===== src/rtl/ad9958_spi_master_pkg.sv =====
// ad9958_spi_master_pkg
//   Shared widths, lane-mode constants, FSM state encoding and frame helpers
//   for the AD9958 serial-port engine.
package ad9958_spi_master_pkg;

   localparam int unsigned DATA_W    = 64;
   localparam int unsigned PACKS_W   = 5;
   localparam int unsigned SDIO_W    = 4;
   localparam int unsigned BEAT_W    = 7;
   localparam int unsigned MAX_PACKS = 8;
   localparam int unsigned LANES_1   = 1;
   localparam int unsigned LANES_4   = 4;

   typedef enum logic [2:0] {
      IDLE     = 3'd0,
      LOAD     = 3'd1,
      SHIFT_LO = 3'd2,
      SHIFT_HI = 3'd3,
      HOLD     = 3'd4
   } state_t;

   // Byte count limited to the 8 bytes the payload can carry.
   function automatic logic [3:0] clamp_packs(input logic [PACKS_W-1:0] packs);
      return (packs > PACKS_W'(MAX_PACKS)) ? 4'(MAX_PACKS) : packs[3:0];
   endfunction

   // Move the right-aligned payload so its first byte sits at the top.
   function automatic logic [DATA_W-1:0] left_justify(input logic [DATA_W-1:0] data,
                                                      input logic [PACKS_W-1:0] packs);
      logic [3:0] n;
      n = clamp_packs(packs);
      return data << (7'd64 - {n, 3'b000});
   endfunction

   // Number of SCLK beats for n bytes in the given lane mode.
   function automatic logic [BEAT_W-1:0] frame_beats(input logic [3:0] n,
                                                     input int unsigned lanes);
      return (lanes == LANES_4) ? BEAT_W'({n, 1'b0}) : BEAT_W'({n, 3'b000});
   endfunction

endpackage


===== src/rtl/ad9958_spi_master_if.sv =====
// ad9958_spi_master_if
//   Sequencer-side request/status handshake plus the AD9958 serial pins.
//   master: sequencer (drives trigger/packs_to_send/data_input/abort)
//   slave : serial engine (drives busy/sclk/cs_n/sdio)
interface ad9958_spi_master_if;
   import ad9958_spi_master_pkg::*;

   logic                 trigger;
   logic [PACKS_W-1:0]   packs_to_send;
   logic [DATA_W-1:0]    data_input;
   logic                 abort;
   logic                 busy;
   logic                 sclk;
   logic                 cs_n;
   logic [SDIO_W-1:0]    sdio;

   modport master (
      output trigger, packs_to_send, data_input, abort,
      input  busy, sclk, cs_n, sdio
   );

   modport slave (
      input  trigger, packs_to_send, data_input, abort,
      output busy, sclk, cs_n, sdio
   );

endinterface


===== src/rtl/ad9958_sclk_gen.sv =====
// ad9958_sclk_gen
//   Half-period counter for SCLK. Emits a rise strobe at the end of the low
//   half and a fall strobe at the end of the high half.
//   clock, reset : system clock, async active-high reset
//   enable       : count only while shifting
//   restart      : clear counter and phase (frame start or abort)
//   rise_c/fall_c: single-cycle strobes, valid in the cycle before the edge
module ad9958_sclk_gen #(
   parameter int unsigned CLK_DIV = 4
) (
   input  logic clock,
   input  logic reset,
   input  logic enable,
   input  logic restart,
   output logic rise_c,
   output logic fall_c
);

   localparam int unsigned CNT_W = 8;

   logic [CNT_W-1:0] cnt_q;
   logic             phase_q;
   logic             wrap_c;

   assign wrap_c = enable && (cnt_q == CNT_W'(CLK_DIV - 1));
   assign rise_c = wrap_c && !phase_q;
   assign fall_c = wrap_c && phase_q;

   // Counter wraps every CLK_DIV enabled clocks; phase tracks low/high half.
   always_ff @(posedge clock or posedge reset) begin
      if (reset) begin
         cnt_q   <= '0;
         phase_q <= 1'b0;
      end else if (restart) begin
         cnt_q   <= '0;
         phase_q <= 1'b0;
      end else if (enable) begin
         if (wrap_c) begin
            cnt_q   <= '0;
            phase_q <= ~phase_q;
         end else begin
            cnt_q <= cnt_q + CNT_W'(1);
         end
      end
   end

endmodule


===== src/rtl/ad9958_spi_master.sv =====
// ad9958_spi_master
//   Shifts one frame per trigger out of the AD9958 serial port in 1- or 4-bit
//   mode, keeping CS_N low for CS_HOLD clocks afterwards so a following data
//   frame can reuse the same chip-select window.
//   clock, reset : system clock, async active-high reset
//   bus (slave)  : trigger/packs_to_send/data_input/abort in,
//                  busy/sclk/cs_n/sdio out (all registered)
module ad9958_spi_master
   import ad9958_spi_master_pkg::*;
#(
   parameter int unsigned CLK_DIV = 4,
   parameter int unsigned LANES   = 4,
   parameter int unsigned CS_HOLD = 16
) (
   input  logic                 clock,
   input  logic                 reset,
   ad9958_spi_master_if.slave   bus
);

   localparam int unsigned HOLD_W = (CS_HOLD > 1) ? $clog2(CS_HOLD) : 1;

   state_t              state_q,   state_d;
   logic [DATA_W-1:0]   shifter_q, shifter_d;
   logic [BEAT_W-1:0]   beats_q,   beats_d;
   logic [HOLD_W-1:0]   hold_q,    hold_d;
   logic                busy_q,    busy_d;
   logic                sclk_q,    sclk_d;
   logic                cs_n_q,    cs_n_d;
   logic [SDIO_W-1:0]   sdio_q,    sdio_d;

   logic                accept_c;
   logic [DATA_W-1:0]   lj_c;
   logic                rise_c;
   logic                fall_c;

   // Beat presented on the pins from the top of a shifter image.
   function automatic logic [SDIO_W-1:0] beat_of(input logic [DATA_W-1:0] s);
      if (LANES == LANES_1) return {3'b000, s[DATA_W-1]};
      return s[DATA_W-1 -: SDIO_W];
   endfunction

   ad9958_sclk_gen #(.CLK_DIV(CLK_DIV)) u_sclk_gen (
      .clock   (clock),
      .reset   (reset),
      .enable  ((state_q == SHIFT_LO) || (state_q == SHIFT_HI)),
      .restart ((state_q == LOAD) || bus.abort),
      .rise_c  (rise_c),
      .fall_c  (fall_c)
   );

   assign accept_c = bus.trigger && (bus.packs_to_send != '0);
   assign lj_c     = left_justify(bus.data_input, bus.packs_to_send);

   // Next-state and next-output logic; abort overrides everything.
   always_comb begin
      state_d   = state_q;
      shifter_d = shifter_q;
      beats_d   = beats_q;
      hold_d    = hold_q;
      busy_d    = busy_q;
      sclk_d    = sclk_q;
      cs_n_d    = cs_n_q;
      sdio_d    = sdio_q;

      if (bus.abort) begin
         state_d   = IDLE;
         shifter_d = '0;
         beats_d   = '0;
         hold_d    = '0;
         busy_d    = 1'b0;
         sclk_d    = 1'b0;
         cs_n_d    = 1'b1;
         sdio_d    = '0;
      end else begin
         case (state_q)
            IDLE, HOLD: begin
               if (accept_c) begin
                  // Latch the frame at acceptance so LOAD already drives beat 0.
                  state_d   = LOAD;
                  shifter_d = lj_c;
                  beats_d   = frame_beats(clamp_packs(bus.packs_to_send), LANES) - BEAT_W'(1);
                  hold_d    = '0;
                  busy_d    = 1'b1;
                  sclk_d    = 1'b0;
                  cs_n_d    = 1'b0;
                  sdio_d    = beat_of(lj_c);
               end else if (state_q == HOLD) begin
                  if (hold_q == HOLD_W'(CS_HOLD - 1)) begin
                     state_d = IDLE;
                     cs_n_d  = 1'b1;
                     hold_d  = '0;
                  end else begin
                     hold_d = hold_q + HOLD_W'(1);
                  end
               end
            end
            LOAD: begin
               state_d = SHIFT_LO;
               sclk_d  = 1'b0;
            end
            SHIFT_LO: begin
               if (rise_c) begin
                  state_d = SHIFT_HI;
                  sclk_d  = 1'b1;
               end
            end
            SHIFT_HI: begin
               if (fall_c) begin
                  sclk_d = 1'b0;
                  if (beats_q != '0) begin
                     // Data changes only together with the falling SCLK edge.
                     shifter_d = shifter_q << LANES;
                     sdio_d    = beat_of(shifter_d);
                     beats_d   = beats_q - BEAT_W'(1);
                     state_d   = SHIFT_LO;
                  end else begin
                     busy_d  = 1'b0;
                     hold_d  = '0;
                     state_d = HOLD;
                  end
               end
            end
            default: begin
               state_d = IDLE;
               busy_d  = 1'b0;
               sclk_d  = 1'b0;
               cs_n_d  = 1'b1;
               sdio_d  = '0;
            end
         endcase
      end
   end

   // State and output registers.
   always_ff @(posedge clock or posedge reset) begin
      if (reset) begin
         state_q   <= IDLE;
         shifter_q <= '0;
         beats_q   <= '0;
         hold_q    <= '0;
         busy_q    <= 1'b0;
         sclk_q    <= 1'b0;
         cs_n_q    <= 1'b1;
         sdio_q    <= '0;
      end else begin
         state_q   <= state_d;
         shifter_q <= shifter_d;
         beats_q   <= beats_d;
         hold_q    <= hold_d;
         busy_q    <= busy_d;
         sclk_q    <= sclk_d;
         cs_n_q    <= cs_n_d;
         sdio_q    <= sdio_d;
      end
   end

   assign bus.busy = busy_q;
   assign bus.sclk = sclk_q;
   assign bus.cs_n = cs_n_q;
   assign bus.sdio = sdio_q;

endmodule


===== src/flat_wrapper.sv =====
// flat-port wrapper written by rule: the top's interface ports become plain ports
module ad9958_spi_master_flat import ad9958_spi_master_pkg::*;
#(
   parameter int unsigned CLK_DIV = 4,
   parameter int unsigned LANES   = 4,
   parameter int unsigned CS_HOLD = 16
)
  (clock, reset, bus_trigger, bus_packs_to_send, bus_data_input, bus_abort, bus_busy, bus_sclk, bus_cs_n, bus_sdio);
  ad9958_spi_master_if bus_i ();
  input  logic clock;
  input  logic reset;
  input wire logic [$bits(bus_i.trigger)-1:0] bus_trigger;
  input wire logic [$bits(bus_i.packs_to_send)-1:0] bus_packs_to_send;
  input wire logic [$bits(bus_i.data_input)-1:0] bus_data_input;
  input wire logic [$bits(bus_i.abort)-1:0] bus_abort;
  output wire logic [$bits(bus_i.busy)-1:0] bus_busy;
  output wire logic [$bits(bus_i.sclk)-1:0] bus_sclk;
  output wire logic [$bits(bus_i.cs_n)-1:0] bus_cs_n;
  output wire logic [$bits(bus_i.sdio)-1:0] bus_sdio;
  assign bus_i.trigger = bus_trigger;
  assign bus_i.packs_to_send = bus_packs_to_send;
  assign bus_i.data_input = bus_data_input;
  assign bus_i.abort = bus_abort;
  assign bus_busy = bus_i.busy;
  assign bus_sclk = bus_i.sclk;
  assign bus_cs_n = bus_i.cs_n;
  assign bus_sdio = bus_i.sdio;
  ad9958_spi_master #(.CLK_DIV(CLK_DIV), .LANES(LANES), .CS_HOLD(CS_HOLD)) u_core (.clock(clock), .reset(reset), .bus(bus_i));
endmodule

===== config.mk =====
export PLATFORM = sky130hd
export DESIGN_NAME = ad9958_spi_master_flat
export DESIGN_NICKNAME = d
export VERILOG_FILES = /design/src/rtl/ad9958_spi_master_pkg.sv /design/src/rtl/ad9958_spi_master_if.sv /design/src/rtl/ad9958_sclk_gen.sv /design/src/rtl/ad9958_spi_master.sv /design/src/flat_wrapper.sv
export SDC_FILE = /design/constraint.sdc
export NUM_CORES = 1
export LEC_CHECK = 0
export CAP_MARGIN = 20
export CORE_MARGIN = 4
export CORE_UTILIZATION = 35
export CTS_CLUSTER_DIAMETER = 100
export CTS_CLUSTER_SIZE = 14
export DETAILED_ROUTE_END_ITERATION = 7
export PLACE_DENSITY = 0.55
export SYNTH_ARGS = -nofsm -noshare
export SYNTH_HDL_FRONTEND = slang
export SYNTH_SLANG_ARGS = --single-unit

===== constraint.sdc =====
create_clock -name clock -period 5.1 [get_ports clock]
set_input_delay 1.02 -clock clock [delete_from_list [all_inputs] [get_ports clock]]
set_output_delay 1.02 -clock clock [all_outputs]
set_load 0.01 [all_outputs]

## Word-level counts from Yosys, hierarchy flattened

Cells that the tools add are included.
Widths: inputs -> output; s select.

| word-level totals | value |
|---|---|
| memory bits (read-only) | 0 |
| bits in latches | 0 |
| register bits after elaboration | 90 |
| word-level logic and storage cells | 109 |
| bits in writable memories | 0 |
| output and inout port bits | 7 |
| memories kept | 0 |
| bits of input ports | 73 |

| operators by class | value |
|---|---|
| bitwise operators | 1 |
| equal/unequal tests | 15 |
| order comparisons | 1 |
| multiplexer cells | 52 |
| shift-type cells | 1 |
| multiply operators | 0 |
| divide/modulo/power cells | 0 |
| reductions and logical operators | 24 |
| add/sub/neg operators | 5 |

Operators with widths:

| operator | count |
|---|---|
| $mux 60 | 4 |
| $pmux 60 s2 | 1 |
| $shl 64x7->64 | 1 |
| $mux 4 | 11 |
| $mux 7 | 4 |
| $mux 8 | 3 |
| $mux 3 | 7 |
| $reduce_and 4->1 | 5 |
| $mux 1 | 15 |
| $pmux 7 s2 | 1 |
| $pmux 3 s4 | 1 |
| $pmux 4 s3 | 1 |
| $ne 3x2->1 const B | 3 |
| $add 8x1->8 const B | 1 |
| $eq 8x2->1 const B | 1 |
| $ne 4x2->1 const B | 2 |
| $pmux 4 s2 | 1 |
| $reduce_bool 7->1 | 1 |
| $sub 7x1->7 const B | 1 |
| $sub 7x7->7 const A | 1 |
| $eq 3x2->1 const B | 2 |
| $ne 3x3->1 const B | 2 |
| $pmux 1 s3 | 2 |
| $reduce_and 3->1 | 2 |
| other kinds (19) | 26 |

## Depth between registers and ports, before layout

Gate-level depths: netlist of run 1.

| logic depth | value |
|---|---|
| depth after elaboration | 7 |
| depth in mapped cells | 14 |
| depth with buffers taken out | 8 |

## Hierarchy

From an unflattened synthesis of run 1, not the netlist that was laid out.

| unflattened totals | value |
|---|---|
| cell total of the unflattened synthesis | 639 |
| area, all modules | 5957.0 um2 |

By module, submodules not included:

| module | times used | seq. area each (um2) | area each (um2) | cells each |
|---|---|---|---|---|
| ad9958_spi_master | 1 | 2028.2 | 5460.2 | 587 |
| ad9958_sclk_gen | 1 | 225.2 | 496.7 | 52 |

## Worst setup path before layout of run 1

No wires, ideal clock.

| path | value |
|---|---|
| path kind | input-to-reg |
| start | in bus_packs_to_send[4] |
| end | reg u_core.shifter_q[49] |
| stages | 13 |
| setup time | 128 ps |
| setup slack | 1152 ps |
| buffers on the path | 7 |
| arrival time | 3820 ps |
| data required time | 4972 ps |
| cells stage by stage | nor3b_1 -> buf_2 -> inv_2 -> buf_2 -> clkbuf_1 -> ha_1 -> buf_2 -> buf_2 -> buf_1 -> clkbuf_1 -> o21ai_0 -> a221oi_1 -> o2bb2ai_1 |

| between the ends | value |
|---|---|
| word-level cells in the longest chain between the ends | 7 |
| elaborated cells on any way between the ends | 11 |
| those cells by class | 1 x add/sub; 1 x order compare; 1 x eq/ne; 1 x shift; 4 x mux; 3 x reduce/logical |

Ends and longest elaborated chain:

| what | line | source |
|---|---|---|
| start: declaration | flat_wrapper.sv:13 | `input wire logic [$bits(bus_i.packs_to_send)-1:0] bus_packs_to_send;` |
| $gt 5x4->1 | ad9958_spi_master_pkg.sv:24 | `return (packs > PACKS_W'(MAX_PACKS)) ? 4'(MAX_PACKS) : packs[3:0];` |
| $mux 4 | ad9958_spi_master_pkg.sv:24 |  |
| $sub 7x7->7 | ad9958_spi_master_pkg.sv:32 | `return data << (7'd64 - {n, 3'b000});` |
| $shl 64x7->64 | ad9958_spi_master_pkg.sv:32 |  |
| $mux 60 | ad9958_spi_master.sv:77 | `if (accept_c) begin` |
| $pmux 60 s2 | ad9958_spi_master.sv:75 | `case (state_q)` |
| $mux 60 | ad9958_spi_master.sv:65 | `if (bus.abort) begin` |
| end signal: assignment | ad9958_spi_master.sv:147 | `shifter_q <= shifter_d;` |
| end: declaration | ad9958_spi_master.sv:23 | `logic [DATA_W-1:0] shifter_q, shifter_d;` |

Several ways; a longest one is shown, not always the timed one. The select of a mux whose other input is x is not followed.
A chain may end at the register's enable or synchronous reset.

## Worst setup path in the final report of run 1

| path | value |
|---|---|
| start | in bus_packs_to_send[4] |
| end | reg u_core.beats_q[2] |

| between the ends | value |
|---|---|
| word-level cells in the longest chain between the ends | 6 |
| elaborated cells on any way between the ends | 10 |
| those cells by class | 1 x add/sub; 1 x order compare; 1 x eq/ne; 4 x mux; 3 x reduce/logical |

Ends and longest elaborated chain:

| what | line | source |
|---|---|---|
| $gt 5x4->1 | ad9958_spi_master_pkg.sv:24 |  |
| $mux 4 | ad9958_spi_master_pkg.sv:24 |  |
| $sub 5x1->6 | ad9958_spi_master.sv:81 | `beats_d = frame_beats(clamp_packs(bus.packs_to_send), LANES) - BEAT_W'(1);` |
| $mux 7 | ad9958_spi_master.sv:77 |  |
| $pmux 7 s2 | ad9958_spi_master.sv:75 |  |
| $mux 7 | ad9958_spi_master.sv:65 |  |
| end signal: assignment | ad9958_spi_master.sv:148 | `beats_q <= beats_d;` |
| end: declaration | ad9958_spi_master.sv:24 | `logic [BEAT_W-1:0] beats_q, beats_d;` |

Several ways; a longest one is shown, not always the timed one. The select of a mux whose other input is x is not followed.

==> key figures, run 1 <==
Clocking
  • Number of gates resized after CTS: 0
  • H-Tree Depth: 3
  • Setup Fix Bufs, Post-CTS: 0
  • Clk buf depth: 2
  • CTS sink count: 90
  • CTS tree: done
  • Hold-fix buffers at CTS: 0
  • CTS Buf Count: 9
  • Worst-path clk slew: 70 ps
  • Root buffer cell: clkbuf_16
  • Clock latency on the worst-skew pair: 350 ps

Finish
  • Final nets: 735
  • Inserted Diodes: 0
  • Share of layout cells above drive strength 1: 13.3%
  • Post-route design area: 7460 um2
  • Area growth syn-to-layout: 20.9%
  • Number of fillers in the final layout: around 1.7k

Setup path
  • CP max stage cell: or4_1
  • CP arrival: 3860 ps
  • CP endpoint kind: register
  • Crit start category: primary input
  • Worst Path Buf+Inv: 2
  • Critical path class: in -> reg
  • CP required: 5330 ps
  • Max stage delay on crit path: 680 ps
  • Worst path cell trace: clkdlybuf4s50_1 > or4_1 > o21ai_1 > a221oi_1 > nand2b_1 > buf_4 > o21ai_0
  • CP max FO: 14
  • Crit path max-delay family: simple AND/OR/NAND/NOR gates

Global route
  • Vias in the first global route: 5627
  • First-pass GRT wire length: 32700 um
  • Initial antenna violation count: 0
  • Grt ovf: 0
  • Total GRT Usage: 20.9%
  • Pin count of the biggest net entering global routing: slightly below 70

Job
  • MaxCap Viol Count: 0

Die
  • Die Ht: 141 um
  • Ports: 80
  • Num rows: between 40 and 50
  • Starting Density: 35.7%
  • Core Region: 17300 um2
  • Die area: approximately 20000 um2
  • Die width: approximately 140 um

Logic synthesis
  • Synthesized net count: 680
  • Cell Area, Synth: 6170 um2
  • Synth cell count leaders: dfrtp_1, o21ai_0, mux2i_1, clkbuf_1
  • Most common cell in the netlist: dfrtp_1
  • Post-Syn Area per Cell: 10.2 um2
  • Seq/Total Area, Yosys: 36.5%
  • Post-synth EDFFs: 0
  • Yosys top cell by area: dfrtp_1
  • Share of the synthesized area in the top cell type: between 30 and 40%
  • Unique masters post-synth: 64
  • Post-Syn Instances: 603
  • #FFs+latches synth: 90
  • Ys Warns: 0
  • Synth area leaders: dfrtp_1, mux4_2, mux2i_1, o21ai_0, o2bb2ai_1
  • Fraction of synthesis flops using an asynchronous set or reset pin: 100%
  • Main synth FF type: dfrtp_1

Timing
  • Fmax achieved: ~280 MHz
  • Setup violators final: 0
  • Slew Viols, Final: 0
  • Final Hold Viols: 0
  • Post-route setup TNS: 0 ps
  • Slew Limit Headroom: around 40%
  • Final min period: 3630 ps
  • Final period util: 71.3%
  • RSZ-0062 raised after global routing: false
  • Worst-Margin Slew: 885 ps
  • Post-Route Skew: 10.9 ps

Drt
  • Total number of vias: slightly below 6k
  • Routed len/inst: roughly 23 um
  • Drt first pass iters: 6
  • Routed Antenna Nets: 0
  • Via/cell ratio: 6.51
  • WL final: 20800 um
  • Initial drt markers: 554
  • Remaining DRCs: 0

Power and ir drop
  • Logic pwr share: between 30 and 40%
  • Pwr Density: 384 nW/um2
  • Cell-internal power: between 1.5 and 2 mW
  • P_sw: 1.11 mW
  • Sequential share of power: around 37%
  • Leakage: 2.82 nW
  • Clock power share: approximately a quarter
  • Power, Total: 2.86 mW
  • Sw frac: around two fifths
  • Maximum VDD drop: 0.269 mV

Placed design
  • GP Congestion: 0.892
  • DP Area: 7150 um2
  • Hpwl dp: 14400 um
  • PortBufs: 79

Hold path
  • Class of the worst hold path: reg -> reg

Outcome
  • Status: complete, no violations
-- stage by stage --
step	setup slack (ps)	hold slack, ps	util, %	std cells
after floorplan	1150	442	-	603
after global placement	1140	467	41.3	871
after detailed placement	1130	477	41.4	872
after CTS	1490	491	43.1	888
after global routing	1300	499	43.1	888
final	1470	492	43.1	888
-- metal layers --
layer	up-vias	wire length, um	GRT usage (%)
met5	-	0	0
met2	291	9500	31.4
li1	2523	-	-
met4	0	390	5.66
met1	2940	9240	30.2
met3	27	1700	4.92
-- path summary, 6_finish.rpt --
kind                                                   end  cells past startpoint  slack, ps            startpoint
worst max register to register           u_core.beats_q[2]                      8       1530     u_core.beats_q[0]
worst min-delay path                  u_core.shifter_q[38]                      1        490  u_core.shifter_q[38]
worst max-delay path                     u_core.beats_q[2]                      7       1470  bus_packs_to_send[4]
worst min register to register        u_core.shifter_q[38]                      1        490  u_core.shifter_q[38]
min in group asynchronous       u_core.u_sclk_gen.cnt_q[2]                      2        940                 reset
max in group asynchronous             u_core.shifter_q[46]                      3       3280                 reset
-- kinds of logic after synthesis --
logic type,after synthesis,synth area share [%]
AO/OA/AOI/OAI,256,29.6
XOR/XNOR,9,1.28
adder cells (fa/ha/maj),4,0.811
buffers and inverters,64,5.11
flip-flops,90,36.5
multiplexers,72,17.4
AND/OR/NAND/NOR,108,9.29
-- power groups by stage --
stage / clock [mW] / sequential, mW / combinational [mW]
6_report: 0.689 / 1.06 / 1.12
5_1_grt: 0.741 / 1.08 / 1.21
4_1_cts: 0.710 / 1.05 / 1.10
3_5_place_dp: 0 / 1.06 / 1.10
3_3_place_gp: 0 / 1.06 / 1.08
2_1_floorplan: 0 / 1.01 / 0.789
-- registers in the layout, indices dropped and copies added (netlist names) --
| name | flops |
|---|---|
| u_core.bus.cs_n | 1 |
| u_core.u_sclk_gen.cnt_q | 8 |
| u_core.bus.busy | 1 |
| u_core.hold_q | 4 |
| u_core.bus.sclk | 1 |
| u_core.u_sclk_gen.phase_q | 1 |
| u_core.beats_q | 7 |
| u_core.state_q | 3 |
| u_core.shifter_q | 60 |
| u_core.bus.sdio | 4 |
-- layout by cell type, fill, tap and decap left out, types with 10 or more instances in the layout --
cell type	count
a21oi_1	26
a22o_1	10
a22oi_1	24
a32o_1	12
buf_4	21
clkdlybuf4s50_1	79
dfrtp_1	89
mux2i_1	35
mux4_2	27
nand2_1	18
nand2b_1	11
nand3_1	13
nor2_1	25
nor3_1	11
o21ai_0	61
o22ai_1	11
o2bb2ai_1	27
o31ai_1	22
-- cell type report --
cell class,count,area [um2],area share [%]
clock inverters,5,61.3,0.822
flip-flops and latches,90,2250,30.2
well taps,225,282,3.78
multi-input cells,449,3620,48.6
clock buffers,11,243,3.26
inverters,7,27.5,0.369
repair buffers,101,968,13.0
No activity file was read; power rests on OpenSTA's default activity.
==> inputs of run 2 (changes only) <==
--- a/config.mk
+++ b/config.mk
@@ -11,7 +11,7 @@
 export CTS_CLUSTER_DIAMETER = 100
 export CTS_CLUSTER_SIZE = 14
 export DETAILED_ROUTE_END_ITERATION = 7
-export PLACE_DENSITY = 0.55
+export PLACE_DENSITY = 0.57
 export SYNTH_ARGS = -nofsm -noshare
 export SYNTH_HDL_FRONTEND = slang
 export SYNTH_SLANG_ARGS = --single-unit
==> constraint.sdc (replaced) <==
create_clock -name clock -period 3.3 [get_ports clock]
set_input_delay 0.66 -clock clock [delete_from_list [all_inputs] [get_ports clock]]
set_output_delay 0.66 -clock clock [all_outputs]
set_load 0.01 [all_outputs]
==> key figures, run 2 (same netlist as run 1, synthesis figures left out) <==
Clocking
  • Worst-path clk slew: 70 ps (about the same)
  • Hold-fix buffers at CTS: 0 (unchanged)
  • Root buffer cell: clkbuf_16 (unchanged)
  • Number of gates resized after CTS: 0 (unchanged)
  • Setup Fix Bufs, Post-CTS: 0 (unchanged)
  • Clk buf depth: 2 (unchanged)
  • Clock latency on the worst-skew pair: 360 ps (was 350 ps)
  • CTS tree: done (unchanged)
  • CTS Buf Count: 9 (unchanged)
  • CTS sink count: 90 (unchanged)
  • H-Tree Depth: 3 (unchanged)

Setup path
  • CP arrival: 3090 ps (was 3860 ps)
  • CP endpoint kind: register (unchanged)
  • CP max FO: 18 (was 14)
  • Crit start category: primary input (unchanged)
  • Critical path class: in -> reg (unchanged)
  • Critical register-to-register path startpoint: u_core.beats_q[0] (unchanged)
  • CP required: 3540 ps (was 5330 ps)
  • Reg2reg path depth: 9 (was 8)
  • Flop-to-flop setup slack: 510 ps (was 1530 ps)
  • Crit path from: bus_packs_to_send[4] (unchanged)
  • End of the critical path: u_core.shifter_q[55] (was u_core.beats_q[2])
  • Critical R2R Capture: u_core.beats_q[4] (was u_core.beats_q[2])

Timing
  • Fmax achieved: 350 MHz
  • Setup violators final: 0 (unchanged)
  • Post-route setup TNS: 0 ps (unchanged)
  • RSZ-0062 raised after global routing: false (unchanged)
  • Final period util: 86.5%
  • Slew Viols, Final: 0 (unchanged)
  • Slew Limit Headroom: 55.8% (was 40.8%)
  • Final Hold Viols: 0 (unchanged)
  • Final min period: 2850 ps
  • Post-Route Skew: 10.7 ps (was 10.9 ps)
  • Worst-Margin Slew: 661 ps (was 885 ps)

Drt
  • WL final: 20700 um (was 20800 um)
  • Total number of vias: 5803 (was 5781)
  • Remaining DRCs: 0 (unchanged)
  • Initial drt markers: 584 (was 554)
  • Via/cell ratio: 6.29 (was 6.51)
  • Routed len/inst: 22.4 um (was 23.5 um)
  • Drt first pass iters: 6 (unchanged)
  • Routed Antenna Nets: 0 (unchanged)

Finish
  • Largest register FFs: 60 (unchanged)
  • Most frequent cells in the layout: dfrtp_1, clkdlybuf4s50_1, o21ai_0, buf_4, mux2i_1 (was dfrtp_1, clkdlybuf4s50_1, o21ai_0, mux2i_1)
  • Inserted Diodes: 0 (unchanged)
  • Area growth syn-to-layout: 27.1% (was 20.9%)
  • Share of layout cells above drive strength 1: 17.6% (was 13.3%)
  • Commonest non-fill, non-tap cell in the layout: dfrtp_1 (unchanged)
  • Top Registers: u_core.shifter_q (60), u_core.u_sclk_gen.cnt_q (8), u_core.beats_q (7) (unchanged)
  • Fin util: 45.3% (was 43.1%)
  • Final nets: 769 (was 735)
  • Biggest register: u_core.shifter_q (unchanged)

Placed design
  • GP Congestion: 0.876 (was 0.892)
  • Hpwl dp: 14400 um (about the same)
  • PortBufs: 79 (unchanged)

Power and ir drop
  • Sw frac: 37.5% (was 38.7%)
  • P_sw: 1.75 mW (was 1.11 mW)
  • Sequential share of power: 34.7% (was 37.0%)
  • Leakage: 3.06 nW (was 2.82 nW)
  • Logic pwr share: 40.0% (was 39.0%)
  • Pwr Density: 596 nW/um2 (was 384 nW/um2)
  • Cell-internal power: 2.92 mW (was 1.75 mW)
  • Maximum VDD drop: 0.307 mV (was 0.269 mV)
  • Clock power share: 25.2% (was 24.1%)

Die
  • Ports: 80 (unchanged)
  • Core Region: 17300 um2 (unchanged)
  • Num rows: 48 (unchanged)
  • Starting Density: 35.7% (unchanged)
  • Die Ht: 141 um (unchanged)
  • Die width: 141 um (unchanged)
  • Die area: 19800 um2 (unchanged)

Global route
  • Initial antenna violation count: 0 (unchanged)
  • Pin count of the biggest net entering global routing: 91 (was 68)
  • Grt ovf: 0 (unchanged)
  • First-pass GRT wire length: 33200 um (was 32700 um)
  • Vias in the first global route: 5762 (was 5627)
  • Total GRT Usage: 21.0% (was 20.9%)

Job
  • MaxCap Viol Count: 0 (unchanged)

Hold path
  • Class of the worst hold path: reg -> reg (unchanged)
  • Hold Crit Depth: 1 (unchanged)

Outcome
  • Status: complete, no violations (unchanged)
[run 2: per-layer routing]
metal / vias up / track usage, % / wire, um
met5: - / 0 / 0
met4: 0 / 7.60 / 481
met3: 39 / 3.63 / 1350
met2: 263 / 32.4 / 9690
met1: 2908 / 29.8 / 9160
li1: 2593 / - / -
[run 2: layout make-up]
class | instances | area (um2)
Clock buffer | 10 | 239
Clock inverter | 6 | 95.1
Fill cell | 1641 | 9450
Inverter | 7 | 27.5
Multi-Input combinational cell | 449 | 3620
Sequential cell | 90 | 2250
Tap cell | 225 | 282
Timing Repair Buffer | 135 | 1320
[run 2: worst max-delay path, stage by stage]
cell,delay [ps]
clkdlybuf4s50_1,500
nor3b_2,290
inv_2,60
ha_2,340
buf_12,160
buf_4,230
mux4_2,310
and3_1,190
a221oi_1,230
o2bb2ai_1,110
[run 2: worst min-delay path by stage]
stage,start,to,slack [ps]
3_5_place_dp,u_core.shifter_q[48],u_core.shifter_q[48],470
4_1_cts,u_core.hold_q[3],u_core.hold_q[3],490
2_1_floorplan,u_core.hold_q[3],u_core.hold_q[3],440
3_3_place_gp,u_core.shifter_q[49],u_core.shifter_q[49],470
6_report,u_core.hold_q[3],u_core.hold_q[3],480
5_1_grt,u_core.hold_q[3],u_core.hold_q[3],500
[run 2: metrics by stage]
| stage | power [mW] | cell area, um2 | hold WS, ps | cells | setup slack [ps] |
|---|---|---|---|---|---|
| final | 4.68 | 7840 | 485 | 922 | 447 |
| after floorplan | 2.78 | 6180 | 442 | 603 | 43.7 |
| after CTS | 4.68 | 7840 | 486 | 922 | 450 |
| after detailed placement | 3.48 | 7510 | 474 | 906 | 84.3 |
| after global routing | 4.94 | 7840 | 498 | 922 | 329 |
| after global placement | 3.45 | 7510 | 470 | 906 | 121 |
[run 2: power groups by stage]
stage          Clock [mW]  Combinational, mW  Sequential, mW
2_1_floorplan           0               1.22            1.56
3_3_place_gp            0               1.82            1.63
3_5_place_dp            0               1.85            1.63
4_1_cts              1.20               1.86            1.62
5_1_grt              1.24               2.04            1.66
6_report             1.18               1.87            1.62
